## config.mk

```make
export PLATFORM = sky130hd
export DESIGN_NAME = bram_rd_gather
export DESIGN_NICKNAME = d
export VERILOG_FILES = /design/src/rtl/bram_rd_gather_pkg.sv /design/src/rtl/bram_rd_gather_fifo.sv /design/src/rtl/bram_rd_gather.sv
export SDC_FILE = /design/constraint.sdc
export NUM_CORES = 1
export LEC_CHECK = 0
export ABC_AREA = 0
export CORE_AREA = 5 5 229 231
export DETAILED_ROUTE_END_ITERATION = 10
export DIE_AREA = 0 0 234 236
export DONT_BUFFER_PORTS = 1
export GPL_TIMING_DRIVEN = 0
export PLACE_DENSITY = 0.44
export SLEW_MARGIN = 20
export SYNTH_ARGS = -nofsm -noshare
export SYNTH_HDL_FRONTEND = slang
export SYNTH_SLANG_ARGS = --single-unit
```

## constraint.sdc

```tcl
create_clock -name clk -period 5.38 [get_ports clk]
set_clock_uncertainty 0.15 [all_clocks]
set_input_delay 0.807 -clock clk [delete_from_list [all_inputs] [get_ports clk]]
set_output_delay 0.807 -clock clk [all_outputs]
set_load 0.01 [all_outputs]
```

## src/rtl/bram_rd_gather_pkg.sv

```systemverilog
// Shared constants, tag type and FSM encoding for the pixel BRAM read gather.
// Build option: BRAM_OREG_EN selects the two-cycle BRAM read latency.
package bram_rd_gather_pkg;

  localparam int unsigned BUF_NUM     = 16;
  localparam int unsigned BUF_SEL_MSB = 12;
  localparam int unsigned BUF_SEL_LSB = 9;
  localparam int unsigned BUF_SEL_WD  = BUF_SEL_MSB - BUF_SEL_LSB + 1;
  localparam int unsigned LOCAL_WD    = 8;
  localparam int unsigned IDX_WD      = BUF_SEL_WD + LOCAL_WD;

`ifdef BRAM_OREG_EN
  localparam int unsigned RL = 2;
`else
  localparam int unsigned RL = 1;
`endif

  typedef enum logic [1:0] {
    ST_IDLE  = 2'd0,
    ST_RUN   = 2'd1,
    ST_DRAIN = 2'd2
  } state_e;

  // Per-read tracking tag: valid, final-word marker and source buffer.
  typedef struct packed {
    logic                  vld;
    logic                  last;
    logic [BUF_SEL_WD-1:0] bsel;
  } rd_tag_t;

endpackage

```

## src/rtl/bram_rd_gather_fifo.sv

```systemverilog
// First-word-fall-through synchronous FIFO with occupancy count.
module sync_fifo_fwft #(
  parameter int unsigned WIDTH = 33,
  parameter int unsigned DEPTH = 4
) (
  input  logic                       clk,
  input  logic                       rstn,
  input  logic                       push,
  input  logic [WIDTH-1:0]           wdata,
  input  logic                       pop,
  output logic [WIDTH-1:0]           rdata,
  output logic                       valid,
  output logic [$clog2(DEPTH+1)-1:0] count
);

  localparam int unsigned PTR_WD = (DEPTH > 1) ? $clog2(DEPTH) : 1;
  localparam int unsigned CNT_WD = $clog2(DEPTH + 1);

  logic [WIDTH-1:0]  mem [DEPTH];
  logic [PTR_WD-1:0] wr_ptr;
  logic [PTR_WD-1:0] rd_ptr;

  // Storage, pointers and count; simultaneous push/pop keeps count unchanged.
  always_ff @(posedge clk or negedge rstn) begin
    if (!rstn) begin
      for (int unsigned i = 0; i < DEPTH; i++) mem[i] <= '0;
      wr_ptr <= '0;
      rd_ptr <= '0;
      count  <= '0;
    end else begin
      if (push) begin
        mem[wr_ptr] <= wdata;
        wr_ptr      <= (wr_ptr == PTR_WD'(DEPTH - 1)) ? '0 : wr_ptr + PTR_WD'(1);
      end
      if (pop) begin
        rd_ptr <= (rd_ptr == PTR_WD'(DEPTH - 1)) ? '0 : rd_ptr + PTR_WD'(1);
      end
      case ({push, pop})
        2'b10:   count <= count + CNT_WD'(1);
        2'b01:   count <= count - CNT_WD'(1);
        default: count <= count;
      endcase
    end
  end

  assign rdata = mem[rd_ptr];
  assign valid = (count != '0);

endmodule

```

## src/rtl/bram_rd_gather.sv

```systemverilog
// Walks a linear range of the 16-buffer pixel BRAM bank, issues one-hot reads
// and gathers the returned words into one valid/ready stream.
// Build option: BRAM_OREG_EN (BRAM output register, read latency 2).
module bram_rd_gather #(
  parameter int unsigned ADDR_WIDTH   = 14,
  parameter int unsigned BRAM_DATA_WD = 32,
  parameter int unsigned BUF_NUM      = 16,
  parameter int unsigned LEN_WD       = 13,
  parameter int unsigned FIFO_DEPTH   = 4
) (
  input  logic                                     clk,
  input  logic                                     rstn,
  input  logic                                     i_start,
  input  logic [ADDR_WIDTH-1:0]                    i_base_addr,
  input  logic [LEN_WD-1:0]                        i_len,
  output logic [BUF_NUM-1:0]                       o_bram_en,
  output logic [bram_rd_gather_pkg::LOCAL_WD-1:0]  o_bram_addr,
  input  logic [BUF_NUM*BRAM_DATA_WD-1:0]          i_bram_rdata,
  output logic [BRAM_DATA_WD-1:0]                  o_data,
  output logic                                     o_valid,
  input  logic                                     i_ready,
  output logic                                     o_last,
  output logic                                     o_busy,
  output logic                                     o_done
);

  import bram_rd_gather_pkg::*;

  localparam int unsigned CNT_WD  = $clog2(FIFO_DEPTH + 1);
  localparam int unsigned FIFO_WD = BRAM_DATA_WD + 1;

  state_e                state_q;
  state_e                state_d;
  logic [IDX_WD-1:0]     idx_q;
  logic [IDX_WD-1:0]     issue_idx;
  logic [LEN_WD-1:0]     rem_q;
  logic                  issue_c;
  logic                  issue_last;
  logic                  start_ok;
  logic                  start_zero;
  logic [CNT_WD-1:0]     in_flight_q;
  logic [CNT_WD-1:0]     fifo_cnt;
  logic                  credit_ok;
  rd_tag_t               tag_q [RL+1];
  logic                  push;
  logic                  pop;
  logic                  fifo_valid;
  logic                  fifo_last;
  logic [BRAM_DATA_WD-1:0] sel_data;
  logic [BRAM_DATA_WD-1:0] fifo_data;
  logic [FIFO_WD-1:0]    fifo_rdata;
  logic                  zero_done_q;
  logic                  busy_q;
  logic                  last_hs;
  logic                  unused_addr;

  assign start_ok   = i_start && (i_len != '0);
  assign start_zero = i_start && (i_len == '0);

  // Room for one more read once everything buffered or still in flight is counted.
  assign credit_ok = ({1'b0, fifo_cnt} + {1'b0, in_flight_q}) < (CNT_WD + 1)'(FIFO_DEPTH);

  assign pop     = fifo_valid && i_ready;
  assign push    = tag_q[RL].vld;
  assign last_hs = pop && fifo_last;

  // State register.
  always_ff @(posedge clk or negedge rstn) begin
    if (!rstn) state_q <= ST_IDLE;
    else       state_q <= state_d;
  end

  // Next-state logic.
  always_comb begin
    state_d = state_q;
    case (state_q)
      ST_IDLE:  if (start_ok) state_d = ST_RUN;
      ST_RUN:   if ((rem_q == '0) || (issue_c && (rem_q == LEN_WD'(1)))) state_d = ST_DRAIN;
      ST_DRAIN: if (last_hs) state_d = ST_IDLE;
      default:  state_d = ST_IDLE;
    endcase
  end

  // Read issue decode; the first read leaves straight from IDLE using the base address.
  always_comb begin
    issue_c    = 1'b0;
    issue_idx  = idx_q;
    issue_last = (rem_q == LEN_WD'(1));
    case (state_q)
      ST_IDLE: begin
        issue_c    = start_ok;
        issue_idx  = {i_base_addr[BUF_SEL_MSB:BUF_SEL_LSB], i_base_addr[LOCAL_WD-1:0]};
        issue_last = (i_len == LEN_WD'(1));
      end
      ST_RUN:  issue_c = (rem_q != '0) && credit_ok;
      default: issue_c = 1'b0;
    endcase
  end

  // Read port drive, walking index, remaining count and status flags.
  always_ff @(posedge clk or negedge rstn) begin
    if (!rstn) begin
      o_bram_en   <= '0;
      o_bram_addr <= '0;
      idx_q       <= '0;
      rem_q       <= '0;
      busy_q      <= 1'b0;
      zero_done_q <= 1'b0;
    end else begin
      o_bram_en <= '0;
      if (issue_c) begin
        o_bram_en   <= BUF_NUM'(1) << issue_idx[IDX_WD-1:LOCAL_WD];
        o_bram_addr <= issue_idx[LOCAL_WD-1:0];
        idx_q       <= issue_idx + IDX_WD'(1);
      end
      if ((state_q == ST_IDLE) && start_ok) rem_q <= i_len - LEN_WD'(1);
      else if (issue_c)                     rem_q <= rem_q - LEN_WD'(1);
      busy_q      <= (state_d != ST_IDLE);
      zero_done_q <= (state_q == ST_IDLE) && start_zero;
    end
  end

  // Tag pipe: stage 0 mirrors the read enable, stage RL lines up with returned data.
  always_ff @(posedge clk or negedge rstn) begin
    if (!rstn) begin
      for (int unsigned i = 0; i <= RL; i++) tag_q[i] <= '0;
    end else begin
      tag_q[0] <= {issue_c, issue_last, issue_idx[IDX_WD-1:LOCAL_WD]};
      for (int unsigned i = 1; i <= RL; i++) tag_q[i] <= tag_q[i-1];
    end
  end

  // Reads issued whose data has not yet entered the FIFO.
  always_ff @(posedge clk or negedge rstn) begin
    if (!rstn) begin
      in_flight_q <= '0;
    end else begin
      case ({issue_c, push})
        2'b10:   in_flight_q <= in_flight_q + CNT_WD'(1);
        2'b01:   in_flight_q <= in_flight_q - CNT_WD'(1);
        default: in_flight_q <= in_flight_q;
      endcase
    end
  end

  // Select the returning word from the buffer the tag points at.
  always_comb begin
    sel_data = '0;
    for (int unsigned n = 0; n < BUF_NUM; n++) begin
      if (tag_q[RL].bsel == BUF_SEL_WD'(n)) sel_data = i_bram_rdata[n*BRAM_DATA_WD +: BRAM_DATA_WD];
    end
  end

  sync_fifo_fwft #(
    .WIDTH (FIFO_WD),
    .DEPTH (FIFO_DEPTH)
  ) u_fifo (
    .clk   (clk),
    .rstn  (rstn),
    .push  (push),
    .wdata ({tag_q[RL].last, sel_data}),
    .pop   (pop),
    .rdata (fifo_rdata),
    .valid (fifo_valid),
    .count (fifo_cnt)
  );

  assign fifo_last = fifo_rdata[FIFO_WD-1];
  assign fifo_data = fifo_rdata[BRAM_DATA_WD-1:0];

  assign o_data  = fifo_data;
  assign o_valid = fifo_valid;
  assign o_last  = fifo_valid && fifo_last;
  assign o_busy  = busy_q;
  assign o_done  = zero_done_q || ((state_q == ST_DRAIN) && last_hs);

  assign unused_addr = ^{i_base_addr[ADDR_WIDTH-1:BUF_SEL_MSB+1], i_base_addr[LOCAL_WD]};

endmodule

```

==> results.cfg, run 1 <==
[global_route]
grt_pass1_wl_mm = 119
grt_pass1_vias = 15423
grt_max_degree = 208
grtUsageMet2_pct = 48.4
grt-ovfl-total = 0
top_usage_layer = met2
grt_util_all_layers_pct = 29.8
met1_usage_pct = 37.4
grt_use_met3_pct = 10.0
antenna_found_initial = 51

[setup_path]
crit_type = flop to flop
cp_top_family = compound AO/OA/AOI/OAI gates
r2r_cells = 7
endpoint_kind = flop
slowest_delay_ps = 1080
reg2reg_to = u_fifo.mem[87]$_DFFE_PN0P_
cp-startpoint = tag_q[2]$_DFF_PN0_
path_buf_inv = 3
crit_arrival_ps = 4290
worstPathMaxFanout = 10
cp.required_ps = 5580
crit_path_frequent_cell = buf_2
r2r_slack_ps = 1290
cp_slowest_cell = o311ai_0
setup.worst_path.start_class = flop
r2r-start = tag_q[2]$_DFF_PN0_
path_cells = buf_2 > buf_2 > nor2b_1 > clkbuf_1 > a22oi_1 > o311ai_0 > o21ai_0

[timing]
hold_slack_ps = -183
hold_viol = 207
slew_headroom_pct = 18.3
fin_crit_sh_pct = 76.1
rsz0062_at_grt = no
worst_pin_slew_ps = 1210
fin_crit_ps = 4090
maxSlewViolCount = 0
finalSetupTns_ps = 0
setup_violations = 0
fmax_ghz = 0.244

[synth]
ys_seq_area_share_pct = 33.8
synth_cells = 1752
netlist_top_cells_area = dfrtp_1, o21ai_0, mux4_2
ys.flop_type = dfrtp_1
synth_nets = 2311
yosysWarnings = 0
synth_cell_type_count = 72
synth_edf_count = 0
syn_area_mm2 = 0.0153
synth_seq_cells = 207
synth_top_area_share_pct = 33.8
async_reset_ff_share_pct = 100
synth.largest_area_cell = dfrtp_1
avgSynthCellArea_um2 = 8.76

[cts]
htree_levels = 1
clk_pin_slew_ps = 70
insertion_delay_ps = 530
clockRootBuffer = clkbuf_16
cts_tree = built
cts_resized = 0
clock_path_buffers = 3
cts-buffers-inserted = 24
clock_sinks = 207

[job]
maxCapViolations = 0

[place]
gp_congestion = 0.944
dp_hpwl_mm = 70.6
place_area_mm2 = 0.0162
numPortBuffers = 0

[detailed_routing]
viasPerCell = 6.24
routed_wl_mm = 87.2
wl_per_cell_um = 34.9
vias = 15578
drtIter0Drc = 1352
first_pass_iters = 7
drc = 0
ant_nets = 0

[floorplanning]
rows = 82
fp.dieW_um = 234
start_util_pct = 30.8
die_y_um = 236
core_mm2 = 0.0499
io_pins = 603
die_area_mm2 = 0.0552

[min_path]
hp-class = primary input to asynchronous set/reset pin

[power_and_ir_drop]
total_power_mw = 8.70
p_leak_nw = 6.90
ir_worst_vdd_mv = 0.282
cellPowerDensity_mw_per_mm2 = 507

[layout]
drive_above_1_share_pct = 10.8
final_area_mm2 = 0.0172
fillers = 5382
area_growth_pct = 11.8
final_nets = 2340

[outcome]
status = finished with violations
violations = hold timing
[through the flow]
stage / utilization, % / hold WS [ps] / worst slack (ps) / std cells
floorplan: - / 181 / 1770 / 1752
detailed placement: 32.5 / 185 / 1290 / 2427
finish: 34.4 / -183 / 1290 / 2496
global route: 34.4 / -208 / 1290 / 2489
global placement: 32.5 / 183 / 1210 / 2424
CTS: 34.3 / -208 / 1350 / 2471
[state kept, by name, summed over array words and instances (netlist names)]
signal and cells:
u_fifo.count 3, tag_q 11, in_flight_q 3, u_fifo.wr_ptr 2, zero_done_q 1, push 1
u_fifo.rd_ptr 2, state_q 2, o_bram_addr 8, idx_q 12, o_bram_en 16, o_busy 1
rem_q 13, u_fifo.mem 132
[synth_stat cells, types with 9 or more instances]
cell type	n
o21ai_0	220
buf_1	15
o311ai_0	33
o22a_1	16
nand2b_1	10
nand4_1	20
xor2_1	17
o211ai_1	9
a21oi_1	95
nand2_1	191
a22oi_1	51
a31oi_1	51
xnor2_1	12
mux2_2	44
ha_1	14
a22o_1	28
nor3_1	9
a222oi_1	14
nand3_1	40
or3_1	9
inv_1	55
nor2b_1	14
and2_1	23
a221o_1	16
buf_2	33
mux2i_1	101
nor3b_1	19
dfrtp_1	207
nor2_1	101
mux4_2	47
clkbuf_1	116
o221ai_1	17
[power by group]
| group | internal [mW] | switching (mW) |
|---|---|---|
| combinational | 1.54 | 2.83 |
| clock | 1.15 | 0.676 |
| sequential | 2.14 | 0.367 |
[how the worst max path moves through the flow]
stage                                       to  cells after the start  slack, ps
floorplan           in_flight_q[2]$_DFFE_PN0P_                     11       1770
global placement    u_fifo.mem[36]$_DFFE_PN0P_                      7       1210
detailed placement  in_flight_q[2]$_DFFE_PN0P_                     11       1290
CTS                                  o_data[6]                      3       1350
global route        u_fifo.mem[60]$_DFFE_PN0P_                      7       1290
finish              u_fifo.mem[87]$_DFFE_PN0P_                      7       1290
[logic make-up after synthesis]
family          Yosys count  synth area share [%]
fa+ha+maj                16                  1.40
buf+inv                 222                  5.77
simple gates            495                  15.8
flops                   207                  33.8
compound gates          591                  24.9
xor+xnor                 29                  1.65
mux                     192                  16.7
[layout by cell type (no fill, tap or decap), types with 9 or more instances in the layout]
cell / synthesis / layout
a222oi_1: 14 / 14
mux2i_1: 101 / 101
nand2_1: 191 / 191
clkbuf_1: 116 / 121
xor2_1: 17 / 17
o21ai_0: 220 / 220
or3_1: 9 / 9
nand2b_1: 10 / 10
o22a_1: 16 / 16
o311ai_0: 33 / 25
a31oi_1: 51 / 51
mux2_2: 44 / 44
and2_1: 23 / 23
clkbuf_16: 0 / 25
buf_2: 33 / 37
diode_2: 0 / 25
nand4_1: 20 / 20
xnor2_1: 12 / 12
a22oi_1: 51 / 51
o221ai_1: 17 / 17
a21oi_1: 95 / 95
nor3b_1: 19 / 19
ha_1: 14 / 14
nand3_1: 40 / 40
dfrtp_1: 207 / 207
a221o_1: 16 / 16
nor2_1: 101 / 101
o211ai_1: 9 / 9
mux4_2: 47 / 47
nor3_1: 9 / 9
inv_1: 55 / 55
nor2b_1: 14 / 14
a22o_1: 28 / 28
buf_1: 15 / 12
[routing by layer]
metal,vias up,share of wire [%]
met5,-,0.28
met4,38,3.5
met3,192,10
met2,845,47
met1,7859,39
li1,6644,-
[layout make-up]
type	count	area, um2	share of cell area [%]
Antenna cell	25	62.6	0.365
Sequential cell	207	5180	30.2
Buffer	166	679	3.96
Clock buffer	38	754	4.40
Multi-Input combinational cell	1323	9280	54.1
Inverter	56	210	1.23
Timing Repair Buffer	3	15.0	0.0875
Tap cell	672	841	4.90
Clock inverter	6	133	0.773
[what timing repair did]
| action | in CTS | in global routing |
|---|---|---|
| buffers inserted | 0 | 0 |
| endpoints found under the hold margin | 207 | 207 |
| setup endpoints to repair | 0 | 0 |
(Power assumes the default switching activity.)
==> run 2: changes to the inputs <==
PLACE_DENSITY = 0.46   (was 0.44)
clock period = 3.4 ns   (was 5.38 ns; I/O delays follow)
==> run 2 against run 1 <==
The run still ends with hold timing left. Via count rose by 1.2%. Clock power is 40% higher. Combinational power increased by 65%. Die area did not move.
==> results.cfg, run 2 (synthesis gave the netlist of run 1 again) <==
[global_route]
grt_util_all_layers_pct = 30.8
grt_max_degree = 208
grt_use_met3_pct = 10.5
grtUsageMet2_pct = 50.4
grt-ovfl-total = 0
top_usage_layer = met2
grt_pass1_wl_mm = 122
grt_pass1_vias = 15257
antenna_found_initial = 67
met1_usage_pct = 36.7

[layout]
final_cells = 2512
drive_above_1_share_pct = 13.2
max_flop_register = u_fifo.mem
final_common_cell = o21ai_0
final_area_mm2 = 0.0173
largest_reg_flops = 132
area_growth_pct = 12.9
final_nets = 2347
largestRegisters = u_fifo.mem: 132 flops, o_bram_en: 16 flops, rem_q: 13 flops
final_cell_mix = o21ai_0, dfrtp_1, nand2_1, clkbuf_1

[detailed_routing]
viasPerCell = 6.28
routed_wl_mm = 90.0
drc = 0
ant_nets = 0
drtIter0Drc = 1669
first_pass_iters = 6
wl_per_cell_um = 35.8
vias = 15763

[cts]
cts_tree = built
insertion_delay_ps = 540
clockRootBuffer = clkbuf_16
clock_path_buffers = 3
hold_buffers = 1
clk_pin_slew_ps = 60
clock_sinks = 207
cts-buffers-inserted = 25
htree_levels = 1

[timing]
hold_slack_ps = -488
fmax_ghz = 0.297
hold_viol = 207
setup_violations = 0
worst_pin_slew_ps = 953
fin_crit_sh_pct = 98.9
maxSlewViolCount = 0
worst_slack_ps = 37.0
fin_crit_ps = 3360
slew_headroom_pct = 35.5
finalSetupTns_ps = 0

[floorplanning]
io_pins = 603
core_mm2 = 0.0499
die_y_um = 236
rows = 82
die_area_mm2 = 0.0552
fp.dieW_um = 234
start_util_pct = 30.8

[place]
preCtsSetupSlack_ps = -420
dp_hpwl_mm = 72.7
numPlacedInstances = 2425
place_area_mm2 = 0.0162
numPortBuffers = 0
gp_congestion = 0.990

[setup_path]
cp_top_family = compound AO/OA/AOI/OAI gates
cp.required_ps = 3690
slowest_delay_ps = 650
r2r_slack_ps = 40
worstPathMaxFanout = 10
reg2reg_to = u_fifo.mem[60]$_DFFE_PN0P_
endpoint_kind = flop
crit_arrival_ps = 3650
crit_type = flop to flop
path_cells = buf_2 > buf_2 > clkbuf_1 > o21ai_0 > a22oi_1 > o311ai_2 > o21ai_0
r2r_cells = 7
cp_slowest_cell = clkbuf_1
path_buf_inv = 3
setup.worst_path.start_class = flop
r2r-start = tag_q[2]$_DFF_PN0_

[outcome]
violations = hold timing
status = finished with violations

[job]
maxCapViolations = 0

[power_and_ir_drop]
cellPowerDensity_mw_per_mm2 = 792
ir_worst_vdd_mv = 0.387
p_leak_nw = 6.96

[min_path]
hp-class = primary input to asynchronous set/reset pin
-- run 2: changes by cell type in the layout (fill, tap and decap cells not counted), sizes merged --
| cell | change |
|---|---|
| inv | +1 |
| dlygate4sd3 | +1 |
| buf | +2 |
| clkinv | +4 |
| clkinvlp | -1 |
| clkdlybuf4s15 | +1 |
| bufinv | -3 |
| diode | +9 |
| clkbuf | +2 |
-- run 2: routing by layer --
metal	wire length [um]	up-vias
met1	33200	7830
met3	9350	232
met5	276	-
met2	42900	991
met4	4230	42
li1	-	6668
-- run 2: worst max-delay path by stage --
stage / startpoint / to / cells past startpoint
after floorplan: i_len[4] / in_flight_q[2]$_DFFE_PN0P_ / 11
after global placement: tag_q[0]$_DFF_PN0_ / u_fifo.mem[38]$_DFFE_PN0P_ / 7
after detailed placement: tag_q[2]$_DFF_PN0_ / u_fifo.mem[58]$_DFFE_PN0P_ / 7
after CTS: tag_q[1]$_DFF_PN0_ / u_fifo.mem[0]$_DFFE_PN0P_ / 8
after global routing: rem_q[1]$_DFFE_PN0P_ / in_flight_q[2]$_DFFE_PN0P_ / 13
final: tag_q[2]$_DFF_PN0_ / u_fifo.mem[60]$_DFFE_PN0P_ / 7
-- run 2: cell type report --
type / instances / area [um2]
timing repair buffer: 10 / 75.1
clock inverter: 7 / 75.1
sequential: 207 / 5180
fill: 5338 / 32500
antenna: 34 / 85.1
multi-input combinational: 1323 / 9430
tap: 672 / 841
inverter: 56 / 210
buffer: 165 / 722
clock buffer: 38 / 704
-- run 2: power breakdown --
group | internal, mW | total, mW | switching, mW
Combinational | 2.59 | 7.21 | 4.62
Sequential | 3.38 | 3.95 | 0.563
Clock | 1.51 | 2.57 | 1.06
-- run 2: stage by stage --
step                util (%)  power, mW
floorplan                  -       8.36
global placement        32.5       10.8
detailed placement      32.5       10.9
CTS                     34.3       13.7
global route            34.7       14.5
finish                  34.7       13.7
-- run 2: timing repair --
| item | in CTS | in global routing |
|---|---|---|
| setup endpoints to repair | 119 | 110 |
| resized for setup | 29 | 42 |
| pin swaps | 2 | 5 |
| setup buffers | 4 | 4 |
| endpoints found under the hold margin | 208 | 207 |
-- run 2: worst reg2reg max path, cell delays in order, from the launching register on --
cell and delay [ps]:
dfrtp_1 440, buf_2 300, buf_2 340, clkbuf_1 650
o21ai_0 250, a22oi_1 650, o311ai_2 280, o21ai_0 220
==> run 3: changes to the inputs <==
CORE_AREA = 5 5 233 235   (was 5 5 229 231)
DIE_AREA = 0 0 238 240   (was 0 0 234 236)
PLACE_DENSITY = 0.45   (was 0.46)
==> run 3 against run 2 <==
The run still ends with hold timing left. Sequential power about the same. Total power rose by 1.4%. Core utilization down 1.3 points. Critical endpoint is now u_fifo.mem[113]$_DFFE_PN0P_. Critical path type unchanged.
==> results.cfg, run 3 (synthesis gave the netlist of run 1 again) <==
[outcome]
status = finished with violations
violations = hold timing

[layout]
largestRegisters = u_fifo.mem: 132 flops, o_bram_en: 16 flops, rem_q: 13 flops
final_common_cell = o21ai_0
finish.utilization_pct = 33.5
area_growth_pct = 13.5
final_cell_mix = o21ai_0, dfrtp_1, nand2_1, clkbuf_1, mux2i_1
final_area_mm2 = 0.0174
max_flop_register = u_fifo.mem
largest_reg_flops = 132
drive_above_1_share_pct = 14.0
fillers = 5563
final_nets = 2352

[setup_path]
path_cells = buf_2 > buf_2 > buf_2 > clkbuf_1 > nor3b_1 > o21ai_0 > a21oi_1 > o221ai_2 > a31oi_1
worstPathMaxFanout = 10
crit_type = flop to flop
cp.required_ps = 3600
cp_slowest_cell = clkbuf_1
crit_path_frequent_cell = buf_2
endpoint_kind = flop
slowest_delay_ps = 460
crit_arrival_ps = 3550
setup.worst_path.start_class = flop

[cts]
cts_tree = built
clk_pin_slew_ps = 60
cts-buffers-inserted = 25
clock_sinks = 207
insertion_delay_ps = 520
clock_path_buffers = 3
clockRootBuffer = clkbuf_16
htree_levels = 1

[global_route]
grt_util_all_layers_pct = 30.1
grt_max_degree = 208
grt_pass1_vias = 15397
antenna_found_initial = 57
grt-ovfl-total = 0
grt_pass1_wl_mm = 124

[floorplanning]
fp.dieW_um = 238
rows = 84
io_pins = 603
die_y_um = 240
start_util_pct = 29.5
die_area_mm2 = 0.0571
core_mm2 = 0.0520

[place]
place_area_mm2 = 0.0162
preCtsSetupSlack_ps = -445
dp_hpwl_mm = 74.8
gp_congestion = 1.06
numPortBuffers = 0

[timing]
hold_viol = 207
rsz0062_at_grt = yes
setup_violations = 0
fin_crit_sh_pct = 98.4
fmax_ghz = 0.299
worst_slack_ps = 53.1
hold_slack_ps = -433
worst_pin_slew_ps = 951
maxSlewViolCount = 0
finalSetupTns_ps = 0
slew_headroom_pct = 35.8
fin_crit_ps = 3350

[detailed_routing]
drtIter0Drc = 1619
wl_per_cell_um = 36.1
first_pass_iters = 8
drc = 0
viasPerCell = 6.21
ant_nets = 0
routed_wl_mm = 91.1
vias = 15676

[power_and_ir_drop]
p_leak_nw = 7.00
cellPowerDensity_mw_per_mm2 = 800
ir_worst_vdd_mv = 0.411

[min_path]
hp-class = primary input to asynchronous set/reset pin

[job]
maxCapViolations = 0
-- run 3: metal layers --
metal  GRT usage [%]  routed length (um)
met1            35.9               33800
met2            51.3               43600
met3            8.02                8190
met4            13.6                5280
met5               0                 231
-- run 3: worst paths after layout --
path / slack, ps / endpoint / from / cells past startpoint
worst max-delay path: 50 / u_fifo.mem[113]$_DFFE_PN0P_ / tag_q[1]$_DFF_PN0_ / 9
worst min register to register: 200 / push$_DFF_PN0_ / tag_q[11]$_DFF_PN0_ / 0
worst max register to register: 50 / u_fifo.mem[113]$_DFFE_PN0P_ / tag_q[1]$_DFF_PN0_ / 9
min in group clk: 60 / rem_q[12]$_DFFE_PN0P_ / i_len[12] / 2
max in group asynchronous: 2990 / rem_q[4]$_DFFE_PN0P_ / rstn / 0
worst min-delay path: -430 / u_fifo.mem[118]$_DFFE_PN0P_ / rstn / 0
-- run 3: what timing repair did --
item                       in CTS  in global routing
resized for setup              33                 44
hold endpoints to repair      207                207
setup endpoints to repair     126                119
pin swaps                       5                  7
setup buffers                   4                  7
-- run 3: through the flow --
step / power (mW) / hold WS [ps] / instances
global route: 14.7 / -451 / 2519
finish: 13.9 / -433 / 2526
global placement: 10.9 / 85.9 / 2440
CTS: 13.9 / -470 / 2488
floorplan: 8.36 / 64.4 / 1752
detailed placement: 11.0 / 85.6 / 2443
-- run 3: layout make-up --
cell class | instances | area, um2 | area share [%]
repair buffers | 14 | 97.6 | 0.560
flip-flops and latches | 207 | 5180 | 29.8
multi-input cells | 1323 | 9450 | 54.3
inverters | 56 | 210 | 1.21
well taps | 688 | 861 | 4.94
diodes | 31 | 77.6 | 0.445
clock buffers | 32 | 702 | 4.03
plain buffers | 166 | 729 | 4.19
clock inverters | 9 | 101 | 0.582
-- run 3: power breakdown --
group | leakage [nW] | switching (mW) | internal [mW]
logic | 4.09 | 4.71 | 2.63
registers | 2.50 | 0.559 | 3.38
clock network | 0.399 | 1.06 | 1.59
-- run 3: worst max-delay path: cells and delay by family (launching register included) --
kind	cells	cell delay, ps
buf+inv	4	1380
simple gates	1	110
flops	1	410
compound gates	4	1120
